**src/rtl/uart_pkg.sv**
```systemverilog
// Shared types and helpers for the UART receive path.
package uart_pkg;

  localparam int unsigned DATA_W_MIN     = 5;
  localparam int unsigned DATA_W_MAX     = 9;
  localparam int unsigned OVERSAMPLE_MIN = 8;
  localparam int unsigned OVERSAMPLE_MAX = 32;

  typedef enum logic [2:0] {
    IDLE,
    START,
    DATA,
    PARITY,
    STOP
  } rx_state_t;

  // Parity check: data zero-extended to DATA_W_MAX (extra zeros do not change the XOR).
  function automatic logic parity_err(input logic [DATA_W_MAX-1:0] data,
                                      input logic                  par_bit,
                                      input logic                  odd);
    return ((^data) ^ par_bit) != odd;
  endfunction

endpackage

```
**src/rtl/uart_rx_sampler.sv**
```systemverilog
// UART RX front end: 2-flop synchroniser, oversample tick counter and bit sampler.
// UART_RX_MAJORITY_VOTE_EN: decide each bit by 2-of-3 vote around mid-bit.
module uart_rx_sampler #(
  parameter int unsigned OVERSAMPLE = 16
) (
  input  logic clk,
  input  logic rst_n,
  input  logic baud_tick,
  input  logic rx,
  input  logic clr,
  input  logic start_phase,
  output logic rx_sync,
  output logic sample_stb_c,
  output logic sample_bit_c
);

  localparam int unsigned CNT_W = $clog2(OVERSAMPLE);
`ifdef UART_RX_MAJORITY_VOTE_EN
  localparam int unsigned HALF_TERM = OVERSAMPLE / 2 + 1;
`else
  localparam int unsigned HALF_TERM = OVERSAMPLE / 2;
`endif
  localparam int unsigned FULL_TERM = OVERSAMPLE;

  logic [1:0]       sync_q;
  logic [CNT_W-1:0] cnt;
  logic [CNT_W-1:0] term_last;

  assign rx_sync   = sync_q[1];
  assign term_last = start_phase ? CNT_W'(HALF_TERM - 1) : CNT_W'(FULL_TERM - 1);

  // Synchronise the async line; resets to idle-high so no false start.
  always_ff @(posedge clk or negedge rst_n) begin
    if (!rst_n) sync_q <= 2'b11;
    else        sync_q <= {sync_q[0], rx};
  end

  // Tick counter: restarts at each sample point, held clear while idle.
  always_ff @(posedge clk or negedge rst_n) begin
    if (!rst_n)          cnt <= '0;
    else if (clr)        cnt <= '0;
    else if (baud_tick)  cnt <= (cnt == term_last) ? '0 : cnt + CNT_W'(1);
  end

  assign sample_stb_c = baud_tick && !clr && (cnt == term_last);

`ifdef UART_RX_MAJORITY_VOTE_EN
  logic vote0;
  logic vote1;

  // Capture the two samples preceding the decision tick.
  always_ff @(posedge clk or negedge rst_n) begin
    if (!rst_n) begin
      vote0 <= 1'b1;
      vote1 <= 1'b1;
    end else if (baud_tick && !clr) begin
      if (cnt == term_last - CNT_W'(2)) vote0 <= rx_sync;
      if (cnt == term_last - CNT_W'(1)) vote1 <= rx_sync;
    end
  end

  assign sample_bit_c = (vote0 & vote1) | (vote0 & rx_sync) | (vote1 & rx_sync);
`else
  assign sample_bit_c = rx_sync;
`endif

endmodule

```
**src/rtl/uart_rx_ctrl.sv**
```systemverilog
// UART receive controller: frame FSM, deserialiser, parity/stop checks, valid/ready output.
// Build option UART_RX_MAJORITY_VOTE_EN selects 3-sample majority bit decisions in the sampler.
module uart_rx_ctrl
  import uart_pkg::*;
#(
  parameter int unsigned DATA_W     = 8,
  parameter int unsigned OVERSAMPLE = 16
) (
  input  logic              i_clk,
  input  logic              i_reset,
  input  logic              i_baud_tick,
  input  logic              i_rx,
  input  logic              i_parity_en,
  input  logic              i_parity_odd,
  input  logic              i_two_stop,
  input  logic              i_ready,
  output logic [DATA_W-1:0] o_data,
  output logic              o_valid,
  output logic              o_parity_err,
  output logic              o_frame_err,
  output logic              o_overrun,
  output logic              o_busy
);

  localparam int unsigned BCNT_W = $clog2(DATA_W + 1);

  rx_state_t          state, state_n;
  logic [DATA_W-1:0]  shreg, shreg_n;
  logic [BCNT_W-1:0]  bcnt, bcnt_n;
  logic               par_en, par_en_n;
  logic               par_odd, par_odd_n;
  logic               two_stop, two_stop_n;
  logic               perr, perr_n;
  logic               ferr, ferr_n;
  logic               brk_wait, brk_wait_n;
  logic               done_c;
  logic               fe_c;

  logic rx_sync;
  logic samp_stb;
  logic samp_bit;

  uart_rx_sampler #(
    .OVERSAMPLE (OVERSAMPLE)
  ) u_sampler (
    .clk          (i_clk),
    .rst_n        (i_reset),
    .baud_tick    (i_baud_tick),
    .rx           (i_rx),
    .clr          (state == IDLE),
    .start_phase  (state == START),
    .rx_sync      (rx_sync),
    .sample_stb_c (samp_stb),
    .sample_bit_c (samp_bit)
  );

  // FSM and frame datapath registers.
  always_ff @(posedge i_clk or negedge i_reset) begin
    if (!i_reset) begin
      state    <= IDLE;
      shreg    <= '0;
      bcnt     <= '0;
      par_en   <= 1'b0;
      par_odd  <= 1'b0;
      two_stop <= 1'b0;
      perr     <= 1'b0;
      ferr     <= 1'b0;
      brk_wait <= 1'b0;
    end else begin
      state    <= state_n;
      shreg    <= shreg_n;
      bcnt     <= bcnt_n;
      par_en   <= par_en_n;
      par_odd  <= par_odd_n;
      two_stop <= two_stop_n;
      perr     <= perr_n;
      ferr     <= ferr_n;
      brk_wait <= brk_wait_n;
    end
  end

  // Next-state and frame checks; done_c marks the final stop sample.
  always_comb begin
    state_n    = state;
    shreg_n    = shreg;
    bcnt_n     = bcnt;
    par_en_n   = par_en;
    par_odd_n  = par_odd;
    two_stop_n = two_stop;
    perr_n     = perr;
    ferr_n     = ferr;
    brk_wait_n = brk_wait;
    done_c     = 1'b0;
    fe_c       = ferr;

    case (state)
      IDLE: begin
        if (!rx_sync) begin
          state_n    = START;
          par_en_n   = i_parity_en;
          par_odd_n  = i_parity_odd;
          two_stop_n = i_two_stop;
          perr_n     = 1'b0;
          ferr_n     = 1'b0;
          bcnt_n     = '0;
          brk_wait_n = 1'b0;
        end
      end
      START: begin
        if (samp_stb) begin
          state_n = samp_bit ? IDLE : DATA;
          bcnt_n  = '0;
        end
      end
      DATA: begin
        if (samp_stb) begin
          shreg_n = {samp_bit, shreg[DATA_W-1:1]};
          if (bcnt == BCNT_W'(DATA_W - 1)) begin
            bcnt_n  = '0;
            state_n = par_en ? PARITY : STOP;
          end else begin
            bcnt_n = bcnt + BCNT_W'(1);
          end
        end
      end
      PARITY: begin
        if (samp_stb) begin
          perr_n  = parity_err(DATA_W_MAX'(shreg), samp_bit, par_odd);
          state_n = STOP;
        end
      end
      STOP: begin
        if (brk_wait) begin
          if (rx_sync) begin
            brk_wait_n = 1'b0;
            state_n    = IDLE;
          end
        end else if (samp_stb) begin
          fe_c   = ferr | ~samp_bit;
          ferr_n = fe_c;
          if (two_stop && (bcnt == '0)) begin
            bcnt_n = BCNT_W'(1);
          end else begin
            done_c = 1'b1;
            if (fe_c && !rx_sync) brk_wait_n = 1'b1;
            else                  state_n    = IDLE;
          end
        end
      end
      default: state_n = IDLE;
    endcase
  end

  // Output presentation, handshake and overrun pulse.
  always_ff @(posedge i_clk or negedge i_reset) begin
    if (!i_reset) begin
      o_data       <= '0;
      o_valid      <= 1'b0;
      o_parity_err <= 1'b0;
      o_frame_err  <= 1'b0;
      o_overrun    <= 1'b0;
      o_busy       <= 1'b0;
    end else begin
      o_overrun <= 1'b0;
      o_busy    <= (state_n != IDLE);
      if (done_c) begin
        if (o_valid && !i_ready) begin
          o_overrun <= 1'b1;
        end else begin
          o_data       <= shreg;
          o_parity_err <= perr;
          o_frame_err  <= fe_c;
          o_valid      <= 1'b1;
        end
      end else if (o_valid && i_ready) begin
        o_valid <= 1'b0;
      end
    end
  end

endmodule

```
**config.mk**
```make
export PLATFORM = sky130hd
export DESIGN_NAME = uart_rx_ctrl
export DESIGN_NICKNAME = d
export VERILOG_FILES = /design/src/rtl/uart_pkg.sv /design/src/rtl/uart_rx_sampler.sv /design/src/rtl/uart_rx_ctrl.sv
export SDC_FILE = /design/constraint.sdc
export NUM_CORES = 1
export LEC_CHECK = 0
export ABC_CLOCK_PERIOD_IN_PS = 2550
export CAP_MARGIN = 20
export CORE_ASPECT_RATIO = 1.4
export CORE_MARGIN = 1.5
export CORE_UTILIZATION = 50
export CTS_CLUSTER_DIAMETER = 120
export DETAILED_ROUTE_END_ITERATION = 16
export GPL_TIMING_DRIVEN = 0
export HOLD_SLACK_MARGIN = 0.06
export PLACE_DENSITY = 0.71
export REMOVE_ABC_BUFFERS = 1
export SETUP_SLACK_MARGIN = 0.2
export SYNTH_ARGS = -nofsm -noshare
export SYNTH_HDL_FRONTEND = slang
export SYNTH_HIERARCHICAL = 1
export SYNTH_SLANG_ARGS = --single-unit
```
**constraint.sdc**
```tcl
create_clock -name i_clk -period 2.55 [get_ports i_clk]
set_clock_uncertainty 0.15 [all_clocks]
set_input_delay 0.255 -clock i_clk [delete_from_list [all_inputs] [get_ports i_clk]]
set_output_delay 0.255 -clock i_clk [all_outputs]
set_load 0.1 [all_outputs]
```
* Word-level counts from Yosys, hierarchy flattened
Cells that the tools add are included.
Cells by class: $add $sub $neg 2, mux-type cells 47, bitwise logic cells 4, reductions and logical operators 25, equal/unequal tests 15
Operators with widths (number):
- 2-to-1 mux 4 bit | 11
- 2-to-1 mux 3 bit | 11
- 2-to-1 mux 1 bit | 19
- != test 2 bit (second input constant) | 8
- one-hot mux 4 bit (4 select lines) | 1
- one-hot mux 3 bit (5 select lines) | 1
- AND reduction 2 bit | 5
- XOR reduction 9 bit | 1
- adder 4 x 1 -> 4 bit (second input constant) | 2
- nonzero test 2 bit | 4
- AND reduction 7 bit | 1
- == test 3 x 2 -> 1 bit (second input constant) | 2
- logical AND 1 bit | 6
- one-hot mux 1 bit (2 select lines) | 3
- == test 4 x 3 -> 1 bit (second input constant) | 1
- == test 4 bit | 1
- logical NOT 4 bit | 1
- nonzero test 4 bit | 1
- == test 3 x 1 -> 1 bit (second input constant) | 1
- == test 3 bit (second input constant) | 1
- logical NOT 1 bit | 3
- logical NOT 3 bit | 1
- AND reduction 3 bit | 1
- nonzero test 3 bit | 1
- 5 further kinds | 6
Storage, ports and cells: output and inout bits 13, register bits after elaboration 40

* Longest topological paths before layout
Gate-level depths: netlist of run 1.
depth in word-level cells 9, mapped depth 11, mapped depth without buffers 9

* Modules after synthesis
The synthesis of run 1 kept the hierarchy.
By module, submodules not included:
- uart_rx_ctrl | area an instance 1640.3 um^2, cells an instance 143, times used 1, seq. area each 850.8 um^2
- uart_rx_sampler | area an instance 262.8 um^2, cells an instance 22, times used 1, seq. area each 152.6 um^2

* Worst setup path after synthesis of run 1
OpenSTA, ideal clock, no wires.
path kind reg2reg, start point reg state[1], end point reg o_data[0], setup slack -0.168 ns, setup time 0.125 ns, cell stages (with the launch flop) 11, required time 2.275 ns, arrival 2.443 ns, period minus slack after synthesis 2.718 ns, path through dfrtp_1 buf_2 buf_1 nor3_1 xnor2_1 nor3_1 clkbuf_1 and3b_1 and3_1 buf_2 mux2_2
Between the ends: longest elaborated chain between the ends 8
RTL lines:
- start: declaration | RTL line uart_rx_ctrl.sv:27 | rx_state_t state, state_n;
- start signal: assignment | RTL line uart_rx_ctrl.sv:70 | state <= state_n;
- == test 3 x 1 -> 1 bit or logical NOT 3 bit (tied branches) | RTL line uart_rx_ctrl.sv:51, uart_rx_ctrl.sv:50
- 2-to-1 mux 4 bit or logical NOT 1 bit (tied branches) | RTL line uart_rx_sampler.sv:30, uart_rx_sampler.sv:45
- == test 4 bit or logical AND 1 bit (tied branches) | RTL line uart_rx_sampler.sv:45 | assign sample_stb_c = baud_tick && !clr && (cnt == term_last);
- logical AND 1 bit * | RTL line uart_rx_sampler.sv:45
- via samp_stb | RTL line uart_rx_ctrl.sv:40 | logic samp_stb;
- 2-to-1 mux 1 bit * | RTL line uart_rx_ctrl.sv:138 | end else if (samp_stb) begin
- 2-to-1 mux 1 bit * | RTL line uart_rx_ctrl.sv:133 | if (brk_wait) begin
- 2-to-1 mux 1 bit * | RTL line uart_rx_ctrl.sv:96 | case (state)
- AND reduction 2 bit (no source line) *
- end signal: assignment | RTL line uart_rx_ctrl.sv:170 | o_data <= shreg;
- end: declaration | RTL line uart_rx_ctrl.sv:17 | output logic [DATA_W-1:0] o_data,
The timed path passes the listed nets; every way through them passes the cells marked *. A chain may end at the register's enable or synchronous reset.

* Worst setup path after layout of run 1
start point reg state[1], end point reg bcnt[2]
Between the ends: longest elaborated chain between the ends 6
RTL lines:
- == test 3 x 1 -> 1 bit or logical NOT 3 bit (tied branches) | RTL line uart_rx_ctrl.sv:51, uart_rx_ctrl.sv:96, uart_rx_ctrl.sv:50
- 2-to-1 mux 4 bit or logical NOT 1 bit (tied branches) | RTL line uart_rx_sampler.sv:30, uart_rx_sampler.sv:45
- == test 4 bit or logical AND 1 bit (tied branches) | RTL line uart_rx_sampler.sv:45
- logical AND 1 bit | RTL line uart_rx_sampler.sv:45
- != test 2 bit (no source line)
- AND reduction 7 bit (no source line)
- end signal: assignment | RTL line uart_rx_ctrl.sv:72 | bcnt <= bcnt_n;
- end: declaration | RTL line uart_rx_ctrl.sv:29 | logic [BCNT_W-1:0] bcnt, bcnt_n;
Several ways; a longest one is shown, not always the timed one.

==> flow_metrics.py, run 1 <==
metrics = {
    "run_status": {
        "outcome": "finished, final reports clean",
    },
    "critical_path": {
        "crit_chain": "buf_4, buf_4, nor3b_4, nand3b_4, o22a_4, or4b_1, nand2_1",
        "slowest_delay_ps": 490,
        "path_max_fanout": 15,
        "cp_common_cell": "buf_4",
        "cp_num_buf_inv": 2,
        "cp-end-kind": "register",
        "slowest_stage": "or4b_1",
        "worstPathRequired_ps": 2630,
        "start_kind": "register",
        "cp.arrival_ps": 2390,
        "path_class": "register to register",
        "crit_family": "simple AND/OR/NAND/NOR gates",
    },
    "clock_tree": {
        "cts_tree": "yes",
        "clkLatencyLatePin_ps": 290,
        "cts_sinks": 40,
        "numCtsBuffers": 5,
        "ctsLongestPathBuffers": 2,
        "cts_root_buf": "clkbuf_8",
        "cts_htree_levels": 2,
        "clk_pin_slew_worst_paths_ps": 70,
    },
    "cells_and_area": {
        "layout_commonest_cell": "dfrtp_1",
        "layout_common_cells": "35 x dfrtp_1, 19 x mux2_2, 19 x clkdlybuf4s50_1",
        "syn_to_final_growth_pct": 28.5,
        "nNetsFinal": 209,
        "diodes": 0,
        "stdcell_count": 241,
        "drive_above_1_share": 0.327,
    },
    "floorplanning": {
        "coreArea_mm2": 0.00364,
        "start_util": 0.522,
        "die_w_um": 55.1,
        "fp.dieArea_mm2": 0.00419,
        "ios": 21,
        "rows": 26,
        "die_h_um": 76.0,
    },
    "job": {
        "drv_cap": 0,
    },
    "global_route": {
        "track_usage": 0.204,
        "grt_max_degree": 41,
        "grt_pass1_vias": 1368,
        "antenna_found_initial": 0,
        "grt_overflow_total": 0,
        "grt_pass1_wl_mm": 6.26,
    },
    "sta": {
        "finalCritPeriodShare": 0.904,
        "relSlewSlack": 0.352,
        "maxSlewViolCount": 0,
        "fmax_mhz": 434,
        "fin_ws_ps": 244,
        "fin_tns_setup_ps": 0,
        "rsz0062_at_grt": "true",
        "period_needed_ps": 2310,
        "worstMarginPinSlew_ps": 969,
        "hold_viol": 0,
        "setup-violations-final": 0,
    },
    "pwr": {
        "power_density_mw_per_mm2": 869,
        "power.leakage_nw": 1.10,
        "ir_drop_mv": 0.841,
    },
    "detailed_routing": {
        "via_count": 1393,
        "ant_nets": 0,
        "wl_met1_mm": 1.55,
        "dr_wl_met2_mm": 2.16,
        "routedWlPerCell_um": 16.2,
        "routed_wl_mm": 3.91,
        "drc": 0,
        "routed_via_density": 5.78,
        "first_pass_iters": 4,
        "highest_layer": "met4",
        "wl_met3_um": 162,
        "drtIter0Drc": 32,
    },
    "place": {
        "dp_hpwl_mm": 2.41,
        "portBuffers": 20,
        "gp_congestion": 0.881,
        "post-place-ws_ps": -1040,
        "dp_cells": 219,
    },
    "hold_path": {
        "hold_class": "register to register",
    },
    "yosys": {
        "ys_seq_elements": 40,
        "ys_types": 43,
        "ys_warn_count": 6,
        "synth_area_mm2": 0.00190,
        "syn_area_per_cell_um2": 11.5,
        "seq_area_frac_synth": 0.527,
        "syn_inst": 165,
    },
}
==> synth_stat cells <==
master,count,share of area
a211oi_1,1,0.0039
a21oi_1,4,0.011
a221oi_1,1,0.0046
a311o_1,1,0.0053
a31o_2,1,0.0046
a32oi_1,2,0.0092
and3_1,3,0.0099
and3b_1,2,0.0092
buf_1,1,0.0020
buf_2,3,0.0079
buf_4,2,0.0079
buf_6,1,0.0059
clkbuf_1,1,0.0020
dfrtp_1,38,0.50
dfstp_2,2,0.028
ha_1,3,0.020
inv_1,6,0.012
mux2_1,1,0.0059
mux2_2,19,0.11
mux2i_1,1,0.0053
nand2_1,11,0.022
nand2b_1,1,0.0033
nand3_1,3,0.0079
nand3b_1,1,0.0039
nand3b_2,1,0.0059
nand4_1,4,0.013
nand4bb_1,1,0.0059
nor2_1,15,0.030
nor2b_1,2,0.0066
nor3_1,4,0.011
nor3b_4,1,0.0099
nor4_1,1,0.0033
o211ai_1,1,0.0039
o21ai_0,6,0.016
o221ai_1,1,0.0046
o22a_4,1,0.0092
o22ai_1,2,0.0066
o2bb2ai_1,1,0.0046
o41ai_1,1,0.0046
or3_1,1,0.0033
or4b_1,1,0.0053
xnor2_1,11,0.051
xor2_1,1,0.0046
==> sequential cells by signal (all words and copies together), names as in the netlist, 2 cells and up <==
signal,cells
state,3
shreg,8
o_data,8
u_sampler/sync_q,2
u_sampler/cnt,4
bcnt,4
==> worst paths after layout <==
path	start	endpoint	slack [ps]	depth (start not counted)
max	state[1]$_DFF_PN0_	bcnt[2]$_DFFE_PN0P_	240	7
min in group asynchronous	i_reset	u_sampler/cnt[0]$_DFFE_PN0P_	470	2
max reg2reg	state[1]$_DFF_PN0_	bcnt[2]$_DFFE_PN0P_	240	7
min reg2reg	u_sampler/sync_q[0]$_DFF_PN1_	u_sampler/sync_q[1]$_DFF_PN1_	210	0
max in group asynchronous	i_reset	state[1]$_DFF_PN0_	1170	2
min	u_sampler/sync_q[0]$_DFF_PN1_	u_sampler/sync_q[1]$_DFF_PN1_	210	0
==> repair_timing <==
| item | 4_1_cts | 5_1_grt |
|---|---|---|
| buffers inserted | 10 | 3 |
| gates cloned | 0 | 0 |
| pin swaps | 4 | 8 |
| endpoints found under the setup margin | 31 | 16 |
| resized for setup | 16 | 11 |
| hold buffers | 1 | 0 |
| endpoints found under the hold margin | 38 | 0 |
==> stage by stage <==
step,total power [W],area [um^2],utilization,hold slack [ps]
detailed placement,0.00134,2100,0.577,200
global route,0.00222,2440,0.671,216
finish,0.00212,2440,0.671,209
global placement,0.00132,2110,0.578,197
floorplan,0.00122,1850,-,-191
CTS,0.00205,2380,0.652,210
==> cell type report <==
cell class              instances  area, um^2
fillers                       284        1200
inverters                       6        22.5
well taps                      42        52.6
clock buffers                   7        96.3
multi-input cells             111         930
clock inverters                 1        30.0
flip-flops and latches         40        1010
repair buffers                 34         307
==> power by group <==
group,switching (W),total [W],internal [W],leakage (nW)
combinational,0.000390,0.000716,0.000325,0.510
sequential,0.0000991,0.000841,0.000742,0.523
clock,0.000222,0.000568,0.000345,0.0645
total,0.000712,0.00212,0.00141,1.10
==> routing by layer <==
metal,track usage,up-vias
li1,-,647
met1,0.244,700
met2,0.345,40
met3,0.0529,6
met4,0.0634,0
met5,0,-
==> cell families (layout without fill, tap and decap cells) <==
group	count (synthesis)	after routing	share of synthesized area
xor+xnor	12	12	0.0552
mux	21	21	0.124
fa+ha+maj	3	3	0.0197
compound gates	23	23	0.0875
simple gates	52	52	0.149
buf+inv	14	48	0.0375
flops	40	40	0.527
(Power assumes the default switching activity.)
==> run 2, diff against run 1 <==
--- a/config.mk
+++ b/config.mk
@@ -5,7 +5,7 @@
 export SDC_FILE = /design/constraint.sdc
 export NUM_CORES = 1
 export LEC_CHECK = 0
-export ABC_CLOCK_PERIOD_IN_PS = 2550
+export ABC_CLOCK_PERIOD_IN_PS = 2000
 export CAP_MARGIN = 20
 export CORE_ASPECT_RATIO = 1.4
 export CORE_MARGIN = 1.5
==> constraint.sdc (replaced) <==
create_clock -name i_clk -period 2 [get_ports i_clk]
set_clock_uncertainty 0.15 [all_clocks]
set_input_delay 0.2 -clock i_clk [delete_from_list [all_inputs] [get_ports i_clk]]
set_output_delay 0.2 -clock i_clk [all_outputs]
set_load 0.1 [all_outputs]
==> run 2 against run 1 <==
The run now ends with setup timing left. Count of clock-buffer cells in the layout stayed put. Core utilization is 5.5 points higher. Clock power is 27% higher. Worst setup slack worse by 500 ps. Critical endpoint unchanged. Highest routed layer unchanged.
==> flow_metrics.py, run 2 (synthesis results as in run 1) <==
metrics = {
    "run_status": {
        "outcome": "finished, violations left",
        "violations": "setup timing",
    },
    "cells_and_area": {
        "syn_to_final_growth_pct": 39.0,
        "drive_above_1_share": 0.459,
        "fin_util": 0.726,
        "nNetsFinal": 217,
        "layout_common_cells": "35 x dfrtp_1, 14 x nor2_1, 13 x buf_4",
        "fillers": 247,
        "top_regs": "o_data: 8 flops, shreg: 8 flops",
        "diodes": 0,
        "stdcell_count": 249,
        "layout_commonest_cell": "dfrtp_1",
    },
    "floorplanning": {
        "ios": 21,
        "start_util": 0.522,
        "coreArea_mm2": 0.00364,
        "die_h_um": 76.0,
        "die_w_um": 55.1,
        "rows": 26,
        "fp.dieArea_mm2": 0.00419,
    },
    "critical_path": {
        "start_kind": "register",
        "cp_common_cell": "nor3_4",
        "worstPathRequired_ps": 2080,
        "cp.arrival_ps": 2340,
        "cp_num_buf_inv": 1,
        "path_class": "register to register",
        "crit_chain": "nor3_4, xnor2_2, nor3_4, buf_6, nand3b_4, o22a_4, or4b_1, nand2_1",
        "slowest_stage": "or4b_1",
        "crit_family": "simple AND/OR/NAND/NOR gates",
        "slowest_delay_ps": 460,
        "path_max_fanout": 5,
        "cp-end-kind": "register",
    },
    "detailed_routing": {
        "ant_nets": 0,
        "via_count": 1484,
        "routedWlPerCell_um": 18.2,
        "first_pass_iters": 4,
        "routed_via_density": 5.96,
        "drtIter0Drc": 59,
        "drc": 0,
        "routed_wl_mm": 4.54,
    },
    "pwr": {
        "clkPwrFrac": 0.258,
        "p_int_w": 0.00184,
        "p_seq_frac": 0.383,
        "power_density_mw_per_mm2": 1060,
        "p_sw_w": 0.000965,
        "power.leakage_nw": 1.18,
        "ir_drop_mv": 0.936,
        "combPwrFrac": 0.360,
        "switching_share": 0.344,
        "power_w": 0.00281,
    },
    "clock_tree": {
        "numCtsBuffers": 5,
        "clkLatencyLatePin_ps": 300,
        "ctsLongestPathBuffers": 2,
        "clk_pin_slew_worst_paths_ps": 70,
        "cts_htree_levels": 2,
        "cts_root_buf": "clkbuf_8",
        "cts_sinks": 40,
        "cts_tree": "yes",
    },
    "sta": {
        "fin_ws_ps": -257,
        "maxSlewViolCount": 0,
        "hold_ws_ps": 159,
        "period_needed_ps": 2260,
        "finalCritPeriodShare": 1.13,
        "worstMarginPinSlew_ps": 889,
        "fmax_mhz": 443,
        "rsz0062_at_grt": "true",
        "relSlewSlack": 0.407,
        "setup-violations-final": 25,
        "hold_viol": 0,
    },
    "place": {
        "gp_congestion": 0.881,
        "dp_hpwl_mm": 2.41,
        "portBuffers": 20,
        "dp_cells": 219,
    },
    "global_route": {
        "grt_pass1_vias": 1475,
        "track_usage": 0.226,
        "grt_pass1_wl_mm": 6.94,
        "antenna_found_initial": 0,
        "grt_overflow_total": 0,
        "grt_max_degree": 41,
    },
    "hold_path": {
        "hold_class": "input pin to register",
    },
    "job": {
        "drv_cap": 0,
    },
}
[run 2: cell types whose count changed in the layout (fill, tap and decap cells not counted), moves of 2 or more]
| cell | delta |
|---|---|
| buf_6 | +4 |
| o21ai_1 | +2 |
| clkdlybuf4s50_1 | -13 |
| clkbuf_2 | +2 |
| o21ai_0 | -2 |
| clkdlybuf4s15_2 | +11 |
| mux2_4 | +12 |
| and3_4 | +3 |
| mux2_2 | -11 |
[run 2: final cells by class]
type,instances,area (um^2),share of cell area
flip-flops and latches,40,1010,0.381
clock buffers,7,96.3,0.0364
inverters,6,22.5,0.00851
clock inverters,1,30.0,0.0114
well taps,42,52.6,0.0199
repair buffers,40,383,0.145
multi-input cells,113,1050,0.398
[run 2: timing repair]
action                                  4_1_cts  5_1_grt
hold endpoints to repair                     38        0
endpoints found under the setup margin       47       36
hold buffers                                  1        0
setup buffers                                17        2
gates resized for setup                      70       30
cloned                                        1        1
pin swaps                                    12        7
[run 2: metal layers]
| layer | vias to the layer above | track usage | routed length, um |
|---|---|---|---|
| met5 | - | 0 | 0 |
| met1 | 757 | 0.273 | 1710 |
| li1 | 666 | - | - |
| met3 | 11 | 0.0549 | 251 |
| met4 | 0 | 0.0756 | 68 |
| met2 | 50 | 0.377 | 2520 |
[run 2: path summary, 6_finish.rpt]
path / depth (start not counted) / startpoint / endpoint / slack, ps
worst min-delay path: 1 / i_rx / u_sampler/sync_q[0]$_DFF_PN1_ / 160
worst max-delay path: 8 / state[1]$_DFF_PN0_ / bcnt[2]$_DFFE_PN0P_ / -260
max in group asynchronous: 2 / i_reset / state[1]$_DFF_PN0_ / 670
worst min register to register: 0 / u_sampler/sync_q[0]$_DFF_PN1_ / u_sampler/sync_q[1]$_DFF_PN1_ / 210
worst max register to register: 8 / state[1]$_DFF_PN0_ / bcnt[2]$_DFFE_PN0P_ / -260
min in group asynchronous: 2 / i_reset / u_sampler/cnt[0]$_DFFE_PN0P_ / 410
[run 2: stage by stage]
step | area (um^2) | worst slack, ps | setup TNS [ps]
after floorplan | 1850 | -953 | -21580
after global placement | 2110 | -1450 | -48010
after detailed placement | 2100 | -1590 | -40110
after CTS | 2520 | -271 | -3390
after global routing | 2650 | -345 | -5480
final | 2650 | -257 | -3190
[run 2: power by group through the flow]
stage               sequential [W]  combinational, W  clock [W]
CTS                        0.00106          0.000885   0.000739
global placement           0.00110          0.000584          0
finish                     0.00107           0.00101   0.000724
global route               0.00109           0.00108   0.000768
detailed placement         0.00111          0.000601          0
floorplan                  0.00114          0.000410          0
